### src/rtl/adder_pkg.sv
// rtl/adder_pkg.sv - shared helpers and parameter rules for the pipelined adder
package adder_pkg;

  // Bits added by each pipeline stage.
  function automatic int chunk_width(input int width, input int stages);
    return (stages > 0) ? (width / stages) : 1;
  endfunction

  // WIDTH/STAGES combinations the skewed pipeline can be built for.
  function automatic bit params_legal(input int width, input int stages);
    return (width >= 2) && (stages >= 1) && (stages <= width) && ((width % stages) == 0);
  endfunction

endpackage

### src/rtl/ha.sv
// rtl/ha.sv - single-bit half adder
module ha (
  input  logic a,
  input  logic b,
  output logic s,
  output logic c
);

  assign s = a ^ b;
  assign c = a & b;

endmodule

### src/rtl/rca_chunk.sv
// rtl/rca_chunk.sv - combinational W-bit ripple-carry adder built from half adders
module rca_chunk #(
  parameter int W = 4
) (
  input  logic [W-1:0] a,
  input  logic [W-1:0] b,
  input  logic         ci,
  output logic [W-1:0] s,
  output logic         co
);

  // One full adder per bit: two half adders plus an OR for the carry.
  // Each bit keeps its own carry net so the chain is not one self-dependent vector.
  for (genvar i = 0; i < W; i++) begin : g_fa
    logic c_in;
    logic s1;
    logic c1;
    logic c2;
    logic c_out;

    if (i == 0) begin : g_lsb
      assign c_in = ci;
    end else begin : g_chain
      assign c_in = g_fa[i-1].c_out;
    end

    ha u_ha_ab (.a(a[i]), .b(b[i]), .s(s1),   .c(c1));
    ha u_ha_ci (.a(s1),   .b(c_in), .s(s[i]), .c(c2));

    assign c_out = c1 | c2;
  end

  assign co = g_fa[W-1].c_out;

endmodule

### src/rtl/pipe_adder.sv
// rtl/pipe_adder.sv - skewed pipelined adder with carry-in/out, overflow and valid/ready
module pipe_adder
  import adder_pkg::*;
#(
  parameter int WIDTH  = 16,
  parameter int STAGES = 4
) (
  input  logic             clk,
  input  logic             rst_n,
  input  logic [WIDTH-1:0] a,
  input  logic [WIDTH-1:0] b,
  input  logic             cin,
  input  logic             in_valid,
  output logic             in_ready,
  output logic [WIDTH-1:0] s,
  output logic             cout,
  output logic             ovf,
  output logic             out_valid,
  input  logic             out_ready
);

  localparam int CHUNK = chunk_width(WIDTH, STAGES);

  if (!params_legal(WIDTH, STAGES)) begin : g_bad_params
    $error("pipe_adder: WIDTH must be >= 2, 1 <= STAGES <= WIDTH, WIDTH divisible by STAGES");
  end

  // Whole pipe moves together; it only freezes when a result is waiting and not taken.
  logic en;

  assign en       = out_ready | ~out_valid;
  assign in_ready = en;

  // Stage k consumes operand chunk k. Its slot carries the sum bits produced so far
  // plus only the operand bits still to be consumed, so slot widths shrink/grow along the pipe.
  for (genvar k = 0; k < STAGES; k++) begin : g_stage
    localparam int LO  = k * CHUNK;
    localparam int HI  = LO + CHUNK;
    localparam int REM = WIDTH - HI;

    logic [WIDTH-LO-1:0] op_a;
    logic [WIDTH-LO-1:0] op_b;
    logic                ci;
    logic                vi;
    logic [CHUNK-1:0]    chunk_s;
    logic                chunk_c;
    logic [HI-1:0]       s_nxt;
    logic [HI-1:0]       s_q;
    logic                c_q;
    logic                v_q;

    if (k == 0) begin : g_head
      assign op_a  = a;
      assign op_b  = b;
      assign ci    = cin;
      assign vi    = in_valid;
      assign s_nxt = chunk_s;
    end else begin : g_body
      assign op_a  = g_stage[k-1].g_fwd.a_q;
      assign op_b  = g_stage[k-1].g_fwd.b_q;
      assign ci    = g_stage[k-1].c_q;
      assign vi    = g_stage[k-1].v_q;
      assign s_nxt = {chunk_s, g_stage[k-1].s_q};
    end

    rca_chunk #(.W(CHUNK)) u_rca (
      .a  (op_a[CHUNK-1:0]),
      .b  (op_b[CHUNK-1:0]),
      .ci (ci),
      .s  (chunk_s),
      .co (chunk_c)
    );

    // Partial sum, chunk carry and valid flag; bubbles shift like real data.
    always_ff @(posedge clk or negedge rst_n) begin
      if (!rst_n) begin
        s_q <= '0;
        c_q <= 1'b0;
        v_q <= 1'b0;
      end else if (en) begin
        s_q <= s_nxt;
        c_q <= chunk_c;
        v_q <= vi;
      end
    end

    if (REM > 0) begin : g_fwd
      logic [REM-1:0] a_q;
      logic [REM-1:0] b_q;

      // Operand bits above this chunk ride alongside for the later stages.
      always_ff @(posedge clk or negedge rst_n) begin
        if (!rst_n) begin
          a_q <= '0;
          b_q <= '0;
        end else if (en) begin
          a_q <= op_a[WIDTH-LO-1:CHUNK];
          b_q <= op_b[WIDTH-LO-1:CHUNK];
        end
      end
    end else begin : g_tail
      logic ovf_q;

      // Last stage still sees both operand sign bits, so overflow is settled here.
      always_ff @(posedge clk or negedge rst_n) begin
        if (!rst_n) begin
          ovf_q <= 1'b0;
        end else if (en) begin
          ovf_q <= (op_a[CHUNK-1] == op_b[CHUNK-1]) & (chunk_s[CHUNK-1] != op_a[CHUNK-1]);
        end
      end
    end
  end

  assign s         = g_stage[STAGES-1].s_q;
  assign cout      = g_stage[STAGES-1].c_q;
  assign ovf       = g_stage[STAGES-1].g_tail.ovf_q;
  assign out_valid = g_stage[STAGES-1].v_q;

endmodule

### config.mk
export PLATFORM = sky130hd
export DESIGN_NAME = pipe_adder
export DESIGN_NICKNAME = d
export VERILOG_FILES = /design/src/rtl/adder_pkg.sv /design/src/rtl/ha.sv /design/src/rtl/rca_chunk.sv /design/src/rtl/pipe_adder.sv
export SDC_FILE = /design/constraint.sdc
export NUM_CORES = 1
export LEC_CHECK = 0
export ABC_AREA = 1
export CAP_MARGIN = 20
export CORE_MARGIN = 1.5
export CORE_UTILIZATION = 58
export DETAILED_ROUTE_END_ITERATION = 8
export GPL_TIMING_DRIVEN = 1
export PLACE_DENSITY = 0.88
export SLEW_MARGIN = 15
export SYNTH_ARGS = -nofsm -noshare
export SYNTH_HDL_FRONTEND = slang
export SYNTH_SLANG_ARGS = --single-unit
export TNS_END_PERCENT = 30
### constraint.sdc
create_clock -name clk -period 5.2 [get_ports clk]
set_input_delay 1.3 -clock clk [delete_from_list [all_inputs] [get_ports clk]]
set_output_delay 1.3 -clock clk [all_outputs]
set_load 0.05 [all_outputs]
==> out/metrics.yaml <==
drt:
  routed_via_density: 4.956
  drtPass1Iterations: 7
  postRouteAntennaNets: 0
  routed_wl_um: 7130
  vias: 2790
  drt_iter0_drc: 174
  drc: 0
  wire_per_inst_um: 12.66
synthesis:
  mappedNetlistNets: 482
  ys_warn_count: 0
  synth_cell_types: 14
  synth.avg_cell_area_um2: 9.390
  seq_area_frac_synth: 0.6040
  synth_seq_cells: 97
  syn-cell-area_mm2: 0.004019
  syn_inst: 428
timing:
  setup_ws_ns: 1.801
  maxSlewViolCount: 0
  fin_crit_ns: 3.399
  grt_setup_unrepaired: "no"
  max_slew.worst_pin.slew_ns: 0.9051
  final_hold_viol_count: 0
  max-slew-margin-rel: 0.3966
  setup-tns-final_ns: 0
  fin_crit_sh: 0.6537
  setup_viol: 0
  clock_skew_ns: 0.01623
  max_clock_freq_mhz: 294.2
setup_path:
  reg2reg_depth: 10
  required_ns: 3.90
  cp_cell_sequence: "clkdlybuf4s50_1 > nor2_4 > inv_2 > buf_4"
  rr_startpoint: "g_stage[2].c_q"
  cpPeakStageDelay_ns: 0.45
  r2r_slack_ns: 2.73
  crit_arrival_ns: 2.10
  crit_slowest_cell: "clkdlybuf4s50_1"
  critPathKind: "input pin to output port"
  worstSetupStartpointType: "input pin"
  endpoint_kind: "output port"
  crit_start: "out_ready"
  cp_max_fo: 2
placement:
  gp_congestion: 0.7564
  placed_cell_area_mm2: 0.004596
  port_buffers: 56
  dp_hpwl_um: 4338
  place_ws_ns: 1.695
min_path:
  min_from: "g_stage[2].s_q[8]"
  hold_path.class: "flip-flop to flip-flop"
  min_path_cells: 2
die:
  design.core.area_mm2: 0.006756
  io_pins: 57
  die_w_um: 86.24
  dieArea_mm2: 0.007437
  num_rows: 30
  fp.dieH_um: 86.24
  initial_core_util: 0.5948
global_route:
  grt_antenna_before_repair: 0
  grt_pass1_wl_um: 11980
  grt_overflow: 0
  grt_max_degree: 98
  grt_use_total: 0.2091
  grt_pass1_vias: 2620
cells_and_area:
  final_area_mm2: 0.004823
  post-route-util: 0.7139
  diodes: 0
  nFillCells: 492
  syn_to_final_growth_pct: 20.02
  drive_gt1_frac: 0.04762
  layout.nets: 532
clocking:
  clkSlewWorstSetupHoldPaths_ns: 0.09
  clk_latency_ns: 0.36
  cts_hold_buf: 0
  cts_buffers: 9
  cts_setup_buffers: 0
  htreeDepth: 3
  cts_tree: "yes"
  clock_path_buffers: 2
  cts_root_buf: "clkbuf_8"
  cts_resized: 0
  clkSinkCount: 97
pwr:
  power_density_mw_per_mm2: 612.0
  power_w: 0.002952
  p_clk_frac: 0.184
  pwr-share-seq: 0.424
  leakage_nw: 2.474
  p_sw_frac: 0.4013
  p_comb_frac: 0.392
  p_int_w: 0.001767
  ir_drop_mv: 0.2255
  p_sw_w: 0.001184
run:
  cap_violations: 0
run_status:
  status: "finished clean"
==> through the flow <==
step                      instances  hold slack, ns
final                           563          0.4690
after global routing            563          0.4879
after CTS                       563          0.4710
after detailed placement        547          0.4497
after global placement          547          0.4303
after floorplan                 428          0.4198
==> registers in the layout (all words and copies together), names as in the netlist <==
signal and cells:
g_stage.c_q 3, s 16, g_stage.s_q 24, cout 1, g_stage.v_q 3, g_stage.g_fwd.b_q 24
out_valid 1, ovf 1, g_stage.g_fwd.a_q 24
==> cells in the final DEF (no fill, tap or decap) <==
cell	instances
clkbuf_8	10
nand2_1	223
inv_6	1
ha_1	1
clkinv_4	1
nor2_1	1
o21ai_0	28
dfrtp_1	97
inv_2	1
inv_1	34
fa_1	16
clkinvlp_4	1
buf_4	5
nor2_4	1
xnor2_1	1
clkinv_2	1
o21ai_1	5
clkdlybuf4s50_1	54
bufinv_16	2
==> cell usage after synthesis <==
cell	number	area [µm²]
nand2_1	223	837.1
dfrtp_1	97	2427
inv_1	34	127.6
o21ai_0	28	140.1
fa_1	16	320.3
buf_2	12	60.06
clkbuf_1	5	18.77
o21ai_1	5	25.02
buf_4	3	22.52
ha_1	1	12.51
inv_2	1	3.750
nor2_1	1	3.750
nor2_4	1	11.26
xnor2_1	1	8.760
==> power groups by stage <==
stage                     clock, W  combinational [W]  sequential, W
after detailed placement         0            0.00115        0.00126
after CTS                 0.000546            0.00117        0.00125
after floorplan                  0           0.000595        0.00147
after global placement           0            0.00111        0.00125
after global routing      0.000578            0.00130        0.00129
final                     0.000542            0.00116        0.00125
==> layer usage <==
layer  vias to the layer above  track usage  wire length (µm)  part of all wire
li1                       1377            -                 -                 -
met5                         -            0                 0                 0
met2                        64       0.3350              3428              0.48
met3                        12      0.02762               210             0.029
met4                         0      0.09384               167             0.023
met1                      1337       0.2912              3324              0.47
==> logic make-up after synthesis <==
kind of cell | Yosys count | share of synthesized area
and+or+nand+nor | 225 | 0.2120
adders and majority gates | 17 | 0.08281
DFF | 97 | 0.6040
buffers and inverters | 55 | 0.05791
AOI/OAI and AO/OA | 33 | 0.04109
xor gates and xnor gates | 1 | 0.002180
==> worst max-delay path, delay by kind of cell <==
kind	cells	cell delay (ns)
buf+inv	3	0.67
simple gates	1	0.13
==> final timing paths <==
check	endpoint
max	in_ready
min	s[8]
max reg2reg	ovf
min reg2reg	s[8]
max in group asynchronous	g_stage[2].g_fwd.a_q[2]
min in group asynchronous	g_stage[2].s_q[7]
==> cell type report <==
cell class	count	area (µm²)	area share
clock buffers	10	137.6	0.02853
clock inverters	6	90.09	0.01868
multi-input cells	276	1359	0.2817
well taps	80	100.1	0.02075
inverters	35	131.4	0.02724
flip-flops and latches	97	2427	0.5032
repair buffers	59	578.1	0.1198
Note: power is estimated with default switching activity, not from simulation.
